<file path="config.mk">
export PLATFORM = sky130hd
export DESIGN_NAME = de_pipe_calcpc
export DESIGN_NICKNAME = d
export VERILOG_FILES = /design/src/rtl/de_pipe_calcpc.sv
export SDC_FILE = /design/constraint.sdc
export NUM_CORES = 1
export LEC_CHECK = 0
export CAP_MARGIN = 40
export CORE_ASPECT_RATIO = 0.5
export CORE_MARGIN = 4
export CORE_UTILIZATION = 40
export CTS_CLUSTER_DIAMETER = 60
export CTS_CLUSTER_SIZE = 8
export DETAILED_ROUTE_END_ITERATION = 8
export GPL_TIMING_DRIVEN = 0
export PLACE_DENSITY = 0.67
export SLEW_MARGIN = 25
export SYNTH_ARGS = -nofsm -noshare
export SYNTH_HDL_FRONTEND = slang
export SYNTH_SLANG_ARGS = --single-unit
export TNS_END_PERCENT = 30
</file>
<file path="constraint.sdc">
create_clock -name CLK -period 3 [get_ports CLK]
set_input_delay 0.75 -clock CLK [delete_from_list [all_inputs] [get_ports CLK]]
set_output_delay 0.75 -clock CLK [all_outputs]
set_load 0.1 [all_outputs]
</file>
<file path="src/rtl/de_pipe_calcpc.sv">
// Decode-to-execute control-flow stage: valid/ready handshake with a 2-entry skid buffer,
// flush with saturating drop count, and jump/branch codes squashed to 0 on bubbles.
module de_pipe_calcpc #(
    parameter int unsigned TAG_W  = 1,
    parameter int unsigned PC_W   = 13,
    parameter int unsigned IMM_W  = 13,
    parameter int unsigned JUMP_W = 2,
    parameter int unsigned BR_W   = 3,
    parameter int unsigned CNT_W  = 8
) (
    input  logic              CLK,
    input  logic              NRST,
    input  logic              in_valid,
    output logic              in_ready,
    input  logic [TAG_W-1:0]  inst_numberD,
    input  logic [PC_W-1:0]   pcD,
    input  logic [IMM_W-1:0]  immD,
    input  logic [JUMP_W-1:0] jump_codeD,
    input  logic [BR_W-1:0]   branch_codeD,
    input  logic              flush,
    output logic              out_valid,
    input  logic              out_ready,
    output logic [TAG_W-1:0]  inst_numberE,
    output logic [PC_W-1:0]   pcE,
    output logic [IMM_W-1:0]  immE,
    output logic [JUMP_W-1:0] jump_codeE,
    output logic [BR_W-1:0]   branch_codeE,
    output logic [1:0]        occupancy,
    output logic [CNT_W-1:0]  drop_cnt
);

    localparam int unsigned P_W = TAG_W + PC_W + IMM_W + JUMP_W + BR_W;

    typedef enum logic [1:0] {StEmpty, StOne, StFull} state_e;

    state_e           state_q, state_d;
    logic [P_W-1:0]   m_q, m_d, s_q, s_d;
    logic [P_W-1:0]   in_bundle;
    logic [CNT_W-1:0] drop_q, drop_d;
    logic             m_valid, s_valid, acc, deq;
    logic [1:0]       drop_add;
    logic [CNT_W+1:0] drop_sum;

    assign in_bundle = {inst_numberD, pcD, immD, jump_codeD, branch_codeD};
    assign m_valid   = (state_q != StEmpty);
    assign s_valid   = (state_q == StFull);
    // in_ready comes straight from state, so it never depends on out_ready
    assign acc       = in_valid & ~s_valid;
    assign deq       = m_valid & out_ready;

    always_ff @(posedge CLK) begin
        if (!NRST) begin
            state_q <= StEmpty;
            m_q     <= '0;
            s_q     <= '0;
            drop_q  <= '0;
        end else begin
            state_q <= state_d;
            m_q     <= m_d;
            s_q     <= s_d;
            drop_q  <= drop_d;
        end
    end

    always_comb begin
        state_d = state_q;
        m_d     = m_q;
        s_d     = s_q;
        if (flush) begin
            state_d = StEmpty;
        end else begin
            case (state_q)
                StEmpty: begin
                    if (acc) begin
                        state_d = StOne;
                        m_d     = in_bundle;
                    end
                end
                StOne: begin
                    if (acc && deq) begin
                        m_d = in_bundle;
                    end else if (acc) begin
                        state_d = StFull;
                        s_d     = in_bundle;
                    end else if (deq) begin
                        state_d = StEmpty;
                    end
                end
                StFull: begin
                    if (deq) begin
                        state_d = StOne;
                        m_d     = s_q;
                    end
                end
                default: state_d = StEmpty;
            endcase
        end
    end

    // Drops: M not taken by execute this cycle, anything in S, and a same-cycle accept.
    always_comb begin
        drop_add = 2'(m_valid & ~deq) + 2'(s_valid) + 2'(acc);
        drop_sum = {2'b00, drop_q} + {{CNT_W{1'b0}}, drop_add};
        drop_d   = drop_q;
        if (flush) begin
            drop_d = (drop_sum > {2'b00, {CNT_W{1'b1}}}) ? {CNT_W{1'b1}} : drop_sum[CNT_W-1:0];
        end
    end

    always_comb begin
        out_valid = m_valid;
        in_ready  = ~s_valid;
        {inst_numberE, pcE, immE, jump_codeE, branch_codeE} = m_q;
        if (!m_valid) begin
            jump_codeE   = '0;
            branch_codeE = '0;
        end
        occupancy = {1'b0, m_valid} + {1'b0, s_valid};
        drop_cnt  = drop_q;
    end

endmodule

</file>
==> reports/summary.txt <==
DR pass1 iterations: 4
Die W: 141 um
Grt total ovfl: 0
WL/cell: 14.0 um
Skew final: 0.00435 ns
Yosys Warn Count: 0
Routed vias/inst: 4.91
Sequential Power Share: 34.1%
Pwr Total: 3.09 mW
CTS tree: done
GPL Wtd Cong: 0.766
Max VDD drop: 0.000382 V
Initial DRC count: 184
Antenna violations before repair: 0
Clk slew on worst S/H paths: 0.06 ns
Final max-slew violation count: 0
CP startpoint kind: flip-flop
Final Hold Vio Count: 0
Number of distinct library cells after synthesis: 33
Area of the multi-input gates: 1700 um^2
Max Fclk: 0.358 GHz
DR DRC count: 0
# setup viols final: 0
Post-DRT Antenna Nets: 0
Reg area: 1490 um^2
Critical path data required time: 3.19 ns
Hpwl dp: 6.54 mm
Total wire length: 9.06 mm
Max-Cap Viols: 0
Mapped Cells: 396
# IOs: 81
Fillers: 679
Share of cells above drive strength 1: 25.4%
Worst path arrival time: 2.98 ns
Max FO, Critical Path: 12
DR vias: 3184
DIE HEIGHT: 74.5 um
Final instance area: 5520 um^2
Asr flop ratio synth: 0%
Number of synthesized register bits: 74
WHS Path Cells: 2
Internal Power: 2.20 mW
# diodes: 0
Clock Tree Buf Depth: 2
Slew Limit Headroom: 49.9%
Num CTS Buffers: 9
Port Buffers: 80
CTS Root Cell: clkbuf_16
FP Rows: 23
Post-Place Cells: 632
First-pass GRT wire length: 15.4 mm
Setup tns final: 0 ns
Final std cells w/o fill: 648
Status: finished, final reports clean
Vias in the first global route: 3197
Avg Cell Area, Syn: 8.93 um^2
H-tree depth: 3
Initial Util: 42.7%
Reg2reg path depth: 13
Min setup slack post-route: 0.210 ns
Pleak: 2.30 nW
Final core utilization: 66.7%
Hold Crit Class: reg -> reg
Sequential area share after synthesis: 41.9%
Critical path type: reg -> reg
Predominant post-synthesis flop cell: dfxtp_1
Clock Power Share: 40.6%
Mapped Area: 3540 um^2
Pin count of the biggest net entering global routing: 13
Layout Nets: 573
Worst Hold Slack: 0.453 ns
Total GRT Usage: 18.4%
Post-DP Area: 5150 um^2
Area growth syn-to-layout: 56.2%
Logic pwr share: 25.3%
RSZ-0062 raised after global routing: false
Post-synth EDFFs: 0
Power density over the cells: 560 nW/um^2
Sw Ratio: 28.9%
Fin crit share: 93.0%
Final Critical Period: 2.79 ns
Die area: 10500 um^2
Syn nets: 438
Core box area: 8290 um^2
Setup WS pre-CTS: -0.748 ns
Sw power: 0.893 mW
Slew @ Worst Pin: 0.752 ns
Sink Count: 74
CP Capture Type: flip-flop
Worst-skew pair later-pin latency: 0.33 ns
==> registers in the layout, summed over array words and instances, names as in the netlist <==
register,flops
m_q,32
s_q,32
drop_cnt,8
state_q,2
==> power by group through the flow <==
stage,Combinational (mW),Sequential (mW),Clock (mW)
final,0.782,1.06,1.26
after global routing,0.822,1.06,1.32
after CTS,0.787,1.06,1.28
after detailed placement,0.785,1.08,0
after global placement,0.655,1.08,0
after floorplan,0.466,1.10,0
==> cells in the mapped netlist (4+ instances only) <==
| cell type | n | area share, % |
|---|---|---|
| nor2_1 | 4 | 0.42 |
| nor3_1 | 38 | 5.4 |
| mux2i_1 | 32 | 9.1 |
| inv_1 | 8 | 0.85 |
| dfxtp_1 | 74 | 42 |
| buf_4 | 30 | 6.4 |
| nand2_1 | 70 | 7.4 |
| a211oi_2 | 30 | 11 |
| buf_2 | 4 | 0.57 |
| clkbuf_1 | 22 | 2.3 |
| a21oi_1 | 40 | 5.7 |
| nor2b_1 | 9 | 1.6 |
| o21ai_0 | 4 | 0.57 |
==> layout make-up <==
| type | instances | area share, % |
|---|---|---|
| sequential | 74 | 26.9 |
| buffer | 55 | 6.21 |
| tap | 112 | 2.54 |
| multi-input combinational | 257 | 30.8 |
| timing repair buffer | 125 | 26.5 |
| clock buffer | 11 | 4.58 |
| clock inverter | 5 | 1.81 |
| inverter | 9 | 0.612 |
==> worst paths after layout <==
path / slack [ns] / to / start
worst max-delay path: 0.21 / drop_cnt[4]$_SDFFE_PN0P_ / state_q[0]$_SDFFE_PP0P_
worst min register to register: 0.45 / s_q[12]$_SDFFE_PN0P_ / s_q[12]$_SDFFE_PN0P_
worst min-delay path: 0.45 / s_q[12]$_SDFFE_PN0P_ / s_q[12]$_SDFFE_PN0P_
worst max register to register: 0.21 / drop_cnt[4]$_SDFFE_PN0P_ / state_q[0]$_SDFFE_PP0P_
==> cell usage in the layout, fill, tap and decap left out, types with 9 or more instances in the layout <==
cell	count
a211oi_2	30
dfxtp_1	72
clkbuf_16	9
mux2i_1	32
buf_8	43
clkbuf_1	21
a21oi_1	40
nor3_1	38
buf_4	31
nand2_1	70
clkdlybuf4s50_1	77
==> worst max-delay path, cell delays in order (launching register included) <==
cell and delay [ns]:
dfxtp_4 0.37, nand2b_1 0.12, buf_6 0.18, buf_12 0.16
nand2_1 0.09, fa_1 0.47, inv_1 0.07, ha_1 0.15
inv_1 0.06, fa_2 0.34, nor2b_2 0.18, and2_4 0.20
and4_1 0.20, nor3_1 0.05
==> logic make-up (layout without fill, tap and decap cells) <==
| group | count (synthesis) | count (layout) | share of synthesized area [%] |
|---|---|---|---|
| mux | 32 | 32 | 9.06 |
| fa+ha+maj | 5 | 5 | 2.19 |
| xor+xnor | 1 | 1 | 0.248 |
| buf+inv | 65 | 205 | 10.2 |
| compound gates | 84 | 84 | 19.0 |
| flops | 74 | 74 | 41.9 |
| simple gates | 135 | 135 | 17.3 |
==> what timing repair did <==
action                                  CTS  global route
hold buffers                              0             0
endpoints found under the setup margin    6             5
buffers inserted                          0             2
resized for setup                         6             7
==> metal layers <==
metal / track usage (%) / routed length, um / up-vias
li1: - / - / 1617
met1: 24.2 / 4230 / 1491
met2: 29.8 / 4280 / 66
met5: 0 / 0 / -
met3: 5.46 / 441 / 10
met4: 5.69 / 112 / 0
(Power assumes the default switching activity.)
